### src/rtl/fetch_unit.sv
// fetch_unit: IF stage - PC generation, imem request/response tracking and an instruction buffer feeding ID.
// Optional macro FETCH_MISALIGN_CHK_EN: a misaligned redirect target sets a sticky error and halts fetch
// until the next aligned redirect; without it the low target bits are silently cleared.
module fetch_unit #(
    parameter logic [31:0] RESET_PC   = 32'h0000_0000,
    parameter int          FIFO_DEPTH = 2
) (
    input  logic        clk,
    input  logic        rst_n,
    output logic        o_imem_req_valid,
    input  logic        i_imem_req_ready,
    output logic [31:0] o_imem_req_addr,
    input  logic        i_imem_rsp_valid,
    input  logic [31:0] i_imem_rsp_data,
    input  logic        i_redirect_valid,
    input  logic [31:0] i_redirect_pc,
    output logic        o_id_valid,
    input  logic        i_id_ready,
    output logic [31:0] o_id_pc,
    output logic [31:0] o_id_instr,
    output logic [6:0]  o_id_opcode,
    output logic [2:0]  o_id_func3,
    output logic [6:0]  o_id_func7,
    output logic        o_misalign_err
);
    localparam int AW = (FIFO_DEPTH > 1) ? $clog2(FIFO_DEPTH) : 1;
    localparam int CW = $clog2(FIFO_DEPTH + 1);
    localparam logic [AW-1:0] LAST = AW'(FIFO_DEPTH - 1);
    localparam logic [CW:0] DEPTH_W = (CW+1)'(FIFO_DEPTH);

    logic [31:0]   r_fetch_pc;
    logic [CW-1:0] r_inflight;
    logic [CW-1:0] r_drop_cnt;
    logic [CW-1:0] r_count;
    logic [AW-1:0] r_head;
    logic [AW-1:0] r_tail;
    logic [AW-1:0] r_pq_wr;
    logic [AW-1:0] r_pq_rd;
    logic [31:0]   r_buf_pc    [FIFO_DEPTH];
    logic [31:0]   r_buf_instr [FIFO_DEPTH];
    logic [31:0]   r_pcq       [FIFO_DEPTH];

    logic w_halted;
    logic w_req_fire;
    logic w_id_fire;
    logic w_credit_ok;
    logic w_buf_wr;
    logic w_rsp_drop;

    function automatic logic [AW-1:0] f_inc(input logic [AW-1:0] p);
        return (p == LAST) ? '0 : p + 1'b1;
    endfunction

`ifdef FETCH_MISALIGN_CHK_EN
    logic r_halt_err;
    // Sticky misalign flag, updated by every redirect; it also halts fetch while set
    always_ff @(posedge clk or negedge rst_n) begin
        if (!rst_n)
            r_halt_err <= 1'b0;
        else if (i_redirect_valid)
            r_halt_err <= |i_redirect_pc[1:0];
    end
    assign w_halted       = r_halt_err;
    assign o_misalign_err = r_halt_err;
`else
    assign w_halted       = 1'b0;
    assign o_misalign_err = 1'b0;
`endif

    // Buffered words plus in-flight requests (including ones to be dropped) never exceed the buffer depth
    assign w_credit_ok = ({1'b0, r_count} + {1'b0, r_inflight}) < (DEPTH_W + (CW+1)'(w_id_fire));
    assign o_imem_req_valid = rst_n & !i_redirect_valid & !w_halted & w_credit_ok;
    assign o_imem_req_addr  = r_fetch_pc;
    assign w_req_fire = o_imem_req_valid & i_imem_req_ready;
    assign o_id_valid = (r_count != '0) & !i_redirect_valid;
    assign w_id_fire  = o_id_valid & i_id_ready;
    assign w_rsp_drop = i_imem_rsp_valid & (r_drop_cnt != '0);
    assign w_buf_wr   = i_imem_rsp_valid & (r_drop_cnt == '0) & !i_redirect_valid;

    assign o_id_pc     = r_buf_pc[r_head];
    assign o_id_instr  = r_buf_instr[r_head];
    assign o_id_opcode = o_id_instr[6:0];
    assign o_id_func3  = o_id_instr[14:12];
    assign o_id_func7  = o_id_instr[31:25];

    // Fetch PC: redirect target (word aligned) wins, otherwise advance on each accepted request
    always_ff @(posedge clk or negedge rst_n) begin
        if (!rst_n)
            r_fetch_pc <= RESET_PC;
        else if (i_redirect_valid)
            r_fetch_pc <= {i_redirect_pc[31:2], 2'b00};
        else if (w_req_fire)
            r_fetch_pc <= r_fetch_pc + 32'd4;
    end

    // Outstanding request count and the number of wrong-path responses still to be discarded
    always_ff @(posedge clk or negedge rst_n) begin
        if (!rst_n) begin
            r_inflight <= '0;
            r_drop_cnt <= '0;
        end else begin
            r_inflight <= r_inflight + CW'(w_req_fire) - CW'(i_imem_rsp_valid);
            r_drop_cnt <= i_redirect_valid ? r_inflight - CW'(i_imem_rsp_valid)
                                           : r_drop_cnt - CW'(w_rsp_drop);
        end
    end

    // Per-request PC queue: pushed on accept, popped on every response so PCs stay paired in order
    always_ff @(posedge clk or negedge rst_n) begin
        if (!rst_n) begin
            for (int i = 0; i < FIFO_DEPTH; i++) r_pcq[i] <= '0;
            r_pq_wr <= '0;
            r_pq_rd <= '0;
        end else begin
            if (w_req_fire) begin
                r_pcq[r_pq_wr] <= r_fetch_pc;
                r_pq_wr <= f_inc(r_pq_wr);
            end
            if (i_imem_rsp_valid)
                r_pq_rd <= f_inc(r_pq_rd);
        end
    end

    // Circular instruction buffer; a redirect flushes it and suppresses any same-cycle pop
    always_ff @(posedge clk or negedge rst_n) begin
        if (!rst_n) begin
            for (int i = 0; i < FIFO_DEPTH; i++) begin
                r_buf_pc[i]    <= '0;
                r_buf_instr[i] <= '0;
            end
            r_head  <= '0;
            r_tail  <= '0;
            r_count <= '0;
        end else if (i_redirect_valid) begin
            r_head  <= '0;
            r_tail  <= '0;
            r_count <= '0;
        end else begin
            if (w_buf_wr) begin
                r_buf_pc[r_tail]    <= r_pcq[r_pq_rd];
                r_buf_instr[r_tail] <= i_imem_rsp_data;
                r_tail <= f_inc(r_tail);
            end
            if (w_id_fire)
                r_head <= f_inc(r_head);
            r_count <= r_count + CW'(w_buf_wr) - CW'(w_id_fire);
        end
    end
endmodule
### config.mk
export PLATFORM = sky130hd
export DESIGN_NAME = fetch_unit
export DESIGN_NICKNAME = d
export VERILOG_FILES = /design/src/rtl/fetch_unit.sv
export SDC_FILE = /design/constraint.sdc
export NUM_CORES = 1
export LEC_CHECK = 0
export CAP_MARGIN = 25
export CORE_ASPECT_RATIO = 1.4
export CORE_MARGIN = 4
export CORE_UTILIZATION = 40
export CTS_CLUSTER_DIAMETER = 80
export DETAILED_ROUTE_END_ITERATION = 16
export GPL_TIMING_DRIVEN = 0
export HOLD_SLACK_MARGIN = 0.1
export SETUP_SLACK_MARGIN = 0.15
export SLEW_MARGIN = 30
export SYNTH_ARGS = -nofsm -noshare
export SYNTH_HDL_FRONTEND = slang
export SYNTH_SLANG_ARGS = --single-unit
### constraint.sdc
create_clock -name clk -period 4.1 [get_ports clk]
set_clock_uncertainty 0.05 [all_clocks]
set_input_delay 0.41 -clock clk [delete_from_list [all_inputs] [get_ports clk]]
set_output_delay 0.41 -clock clk [all_outputs]
set_load 0.05 [all_outputs]
**Yosys cells after proc, flatten, opt, wreduce, memory -nomap -nowiden**

Cells that the tools add are included.

- Flip-flop bits (word level): 234
- Bits of input ports: 70

- $add $sub $neg: 13
- $lt $le $gt $ge: 7
- Mux-type cells: 28
- Bitwise operators: 13
- Reductions and logical operators: 10

Operator list:

| kind | number |
|---|---|
| $mux W32 | 13 |
| $bwmux W64 | 3 |
| $demux W32 S1 | 2 |
| $add A32 B3 Y32 const B | 1 |
| $reduce_bool A2 Y1 | 5 |
| $and A1 B1 Y1 | 8 |
| $ge A2 B2 Y1 const B | 4 |
| $mux W1 | 8 |
| $not A1 Y2 | 4 |
| $sub A2 B1 Y2 | 4 |
| $add A1 B1 Y1 const B | 4 |
| $add A2 B1 Y2 | 2 |
| $lt A2 B1 Y1 const B | 2 |
| $mux W2 | 2 |
| $add A2 B1 Y3 const A | 1 |
| $add A2 B2 Y3 | 1 |
| $lt A3 B3 Y1 | 1 |
| $logic_and A1 B1 Y1 | 2 |
| $logic_not A2 Y1 | 1 |
| $reduce_and A2 Y1 | 1 |
| $logic_not A1 Y1 | 1 |
| $not A1 Y1 | 1 |

**Logic depth before layout (Yosys ltp)**

- Word-level depth: 9
- Gate-level depth with buffers: 11
- Gate-level depth less buffers: 11

**Worst setup path after synthesis**

No wires, ideal clock.

- Path type: reg-to-reg
- Start: register r_fetch_pc[13] (netlist: o_imem_req_addr[13])
- End: register r_fetch_pc[28] (netlist: o_imem_req_addr[28])
- Library setup time: 0.069 ns
- Arrival: 2.702 ns
- Path slack: 1.279 ns
- Stages on the path, launching flop included: 8
- Buffers on the path: 2
- Clock period less this slack: 2.821 ns
- Cell sequence: dfrtp_1 -> clkbuf_2 -> nand4_1 -> or4b_1 -> buf_2 -> or4_4 -> or4b_1 -> nand3_1

- Cells in the longest elaborated chain, start to end: 3

RTL lines:

| what | line | source |
|---|---|---|
| start: declaration | 31 | `logic [31:0] r_fetch_pc;` |
| start signal: assignment | 91 | `r_fetch_pc <= {i_redirect_pc[31:2], 2'b00};` |
| start signal: assignment | 93 | `r_fetch_pc <= r_fetch_pc + 32'd4;` |
| $add A32 B3 Y32 | 93 |  |
| $mux W32 | 92 | `else if (w_req_fire)` |
| $mux W32 | 90 | `else if (i_redirect_valid)` |

Every way passes these cells. The select of a mux whose other input is x is not followed.
A chain may end at the register's enable or synchronous reset.

**Worst setup path in the final report**

- Start: input rst_n
- End: output o_imem_req_valid

- Cells in the longest elaborated chain, start to end: 2

RTL lines:

| what | line | source |
|---|---|---|
| start: declaration | 9 | `input logic rst_n,` |
| $and A1 B1 Y1 (2 in series) | 72 | `assign o_imem_req_valid = rst_n & !i_redirect_valid & !w_halted & w_credit_ok;` |
| end: declaration | 10 | `output logic o_imem_req_valid,` |

Every way passes these cells.

==> metrics.csv <==
stage,metric,value,unit
run_status,status,finished clean,
placement,Detail Placement HPWL,18.4,mm
power,pwr dens,829,nW/um2
critical_path,CP Capture Type,output pin,
critical_path,crit-path max FO,79,
routing,WL/cell,18.2,um
routing,overall routed net length,25.3,mm
cts,"Reg clk slew, reported paths",0.06,ns
logic_synthesis,Yosys reg bits,224,
power,Sw Share,40.4,%
critical_path,FF-to-FF Start,r_inflight[0],
global_routing,largest net degree at the start of global routing,84,
sta,unrepaired setup endpoints after global routing,no,
logic_synthesis,"Seq/Total Area, Yosys",54.5,%
routing,Post-DRT Antenna Nets,0,
power,register share of total power,33.1,%
sta,Tmin final,3.67,ns
power,Int Pwr,0.00656,W
power,P_leak,5.73,nW
logic_synthesis,Yosys warning count,0,
die,chip height,198,um
critical_path,worst setup path class,in -> out,
die,row count,69,
layout,Final nets,1135,
cts,Setup Buffers After CTS,0,
placement,Post-DP Area,12500,um2
sta,final worst-path cycle share,89.5,%
placement,Inst Count DP,1349,
sta,final hold vios,0,
cts,TritonCTS clock tree,yes,
cts,H-tree Lvls,1,
logic_synthesis,synth top area cells,"dfrtp_1, mux2_2, mux2i_1",
cts,Max Root-Sink Buffers,3,
logic_synthesis,post-synth top area share,54.5,%
worst_hold_path,hold crit path type,in -> async,
logic_synthesis,synthesized area,10300,um2
die,Initial Utilization,40.5,%
routing,DR vias,7092,
critical_path,required time of the critical path,3.64,ns
layout,area of the multi-input gates,4290,um2
sta,Max Slew Vio Count,0,
sta,relative slew slack,46.8,%
cts,clock sinks,224,
flow_run,MaxCap Viol Count,0,
cts,TritonCTS buffer count,23,
global_routing,first-pass GRT wire length,40.6,mm
die,die area,28400,um2
layout,diodes inserted,0,
power,Comb pwr share,48.0,%
layout,post-route cell area,13300,um2
global_routing,vias in the first global route,7364,
critical_path,Worst setup SP type,input port,
sta,Setup-failing EPs final,0,
cts,Skew-Pair Late Insertion Delay,0.51,ns
layout,share of layout cells above drive strength 1,24.5,%
die,num ports,186,
routing,DR vias/cell,5.10,
global_routing,gr ovfl total,0,
critical_path,Worst Setup SP,rst_n,
cts,Root Driver,clkbuf_16,
sta,Tightest Pin Transition,0.797,ns
logic_synthesis,Cell variety after synth,43,
power,Max IR drop VDD,0.000544,V
layout,Final Util,52.3,%
global_routing,total track usage,17.8,%
power,Clock power frac,18.9,%
global_routing,initial antenna violation count,0,
routing,# DRC,0,
die,Core Region,25400,um2
sta,Max Clk Rate,0.272,GHz
placement,Port Buffers,177,
power,switching power,0.00445,W
die,Die X,143,um
routing,Pre-antenna DRT Iters,4,
logic_synthesis,mean post-synth cell area,12.1,um2
layout,"commonest non-fill, non-tap cell in the layout",dfrtp_1,
layout,register area,5610,um2
layout,Finished Layout Cells,1390,
placement,RePlAce Congestion,0.877,
critical_path,CP arrival,3.21,ns
routing,Iteration-0 DRC Markers,243,
layout,Area Growth Syn to Fin,29.2,%
layout,"commonest cells after routing, fill and taps aside","dfrtp_1, mux2_2, clkdlybuf4s50_1, nand2_1, o21ai_0",
logic_synthesis,post-synth top area cell,dfrtp_1,
layout,filler instances,2298,
logic_synthesis,Post-Syn Instances,847,
cells by family (layout without fill, tap and decap cells):
logic type,Yosys count,count (layout),share of synthesized area [%]
buffers and inverters,85,305,3.93
flip-flops,224,224,54.5
adder cells (fa/ha/maj),9,9,1.17
multiplexers,228,228,24.6
AO/OA/AOI/OAI,85,85,4.24
AND/OR/NAND/NOR,179,179,8.47
other,1,5,0.0365
XOR/XNOR,36,36,3.07
per-stage QoR:
| step | setup slack [ns] | setup TNS, ns | power [W] | hold WS [ns] |
|---|---|---|---|---|
| floorplan | 1.28 | 0 | 0.00740 | 0.0644 |
| global placement | -8.51 | -2354.03 | 0.00895 | 0.406 |
| detailed placement | 0.376 | 0 | 0.00902 | 0.360 |
| CTS | 0.273 | 0 | 0.0112 | 0.387 |
| global route | 0.224 | 0 | 0.0116 | 0.408 |
| finish | 0.430 | 0 | 0.0110 | 0.378 |
critical path, stage by stage:
cell	delay, ns
dlygate4sd3_1	0.58
buf_12	0.34
buf_16	0.37
or3b_2	0.51
nor2_1	0.10
clkdlybuf4s50_1	0.83
power by group through the flow:
stage | Clock [W] | Sequential (W) | Combinational [W]
finish | 0.00208 | 0.00364 | 0.00528
global route | 0.00224 | 0.00377 | 0.00563
CTS | 0.00215 | 0.00365 | 0.00535
detailed placement | 0 | 0.00369 | 0.00533
global placement | 0 | 0.00367 | 0.00528
floorplan | 0 | 0.00364 | 0.00375
metal layers:
layer	share of wire [%]	track usage, %
met1	43	23.5
met2	50	30.7
met3	5.1	2.68
met4	2.2	4.82
met5	0	0
state kept, by name, indices dropped and copies added, names as in the netlist:
register         cells
r_head               1
r_count              2
r_tail               1
r_buf_instr         64
r_pq_rd              1
r_inflight           2
r_buf_pc            60
r_pq_wr              1
r_pcq               60
r_drop_cnt           2
o_imem_req_addr     30
worst paths after layout:
kind	slack [ns]	end	cells after the start
max in group asynchronous	2.86	o_imem_req_addr[13]	3
hold reg to reg	0.42	r_buf_pc[31]	2
min in group clk	0.41	o_imem_req_addr[6]	3
setup / recovery	0.43	o_imem_req_valid	6
hold / removal	0.38	r_buf_pc[26]	2
setup reg to reg	0.95	r_pcq[61]	8
final cells by class:
class	count	area share (%)
multi-input cells	542	32.3
flip-flops and latches	224	42.2
clock inverters	8	0.706
repair buffers	180	13.9
inverters	9	0.254
clock buffers	32	4.89
well taps	319	3.00
plain buffers	76	2.79
synthesized netlist by cell type (all sizes together):
cell,number
dfrtp,224
mux2,195
nand2,67
o21ai,52
clkbuf,42
nor2,37
buf,34
mux2i,33
a21oi,30
xnor2,22
nor4,17
nand3,16
xor2,14
inv,9
ha,8
nor3,8
nand4,6
and4,4
and2,3
and3,3
nor2b,3
nand3b,2
nor4b,2
or4,2
or4b,2
a31oi,1
and3b,1
conb,1
fa,1
nand2b,1
nand4b,1
nor3b,1
o21ba,1
o311ai,1
or2,1
or3,1
or3b,1
repair_timing:
item | CTS | global route
hold buffers | 1 | 0
gates resized for setup | 0 | 1
endpoints found under the setup margin | 0 | 1
endpoints found under the hold margin | 65 | 0
No activity file was read; power rests on OpenSTA's default activity.
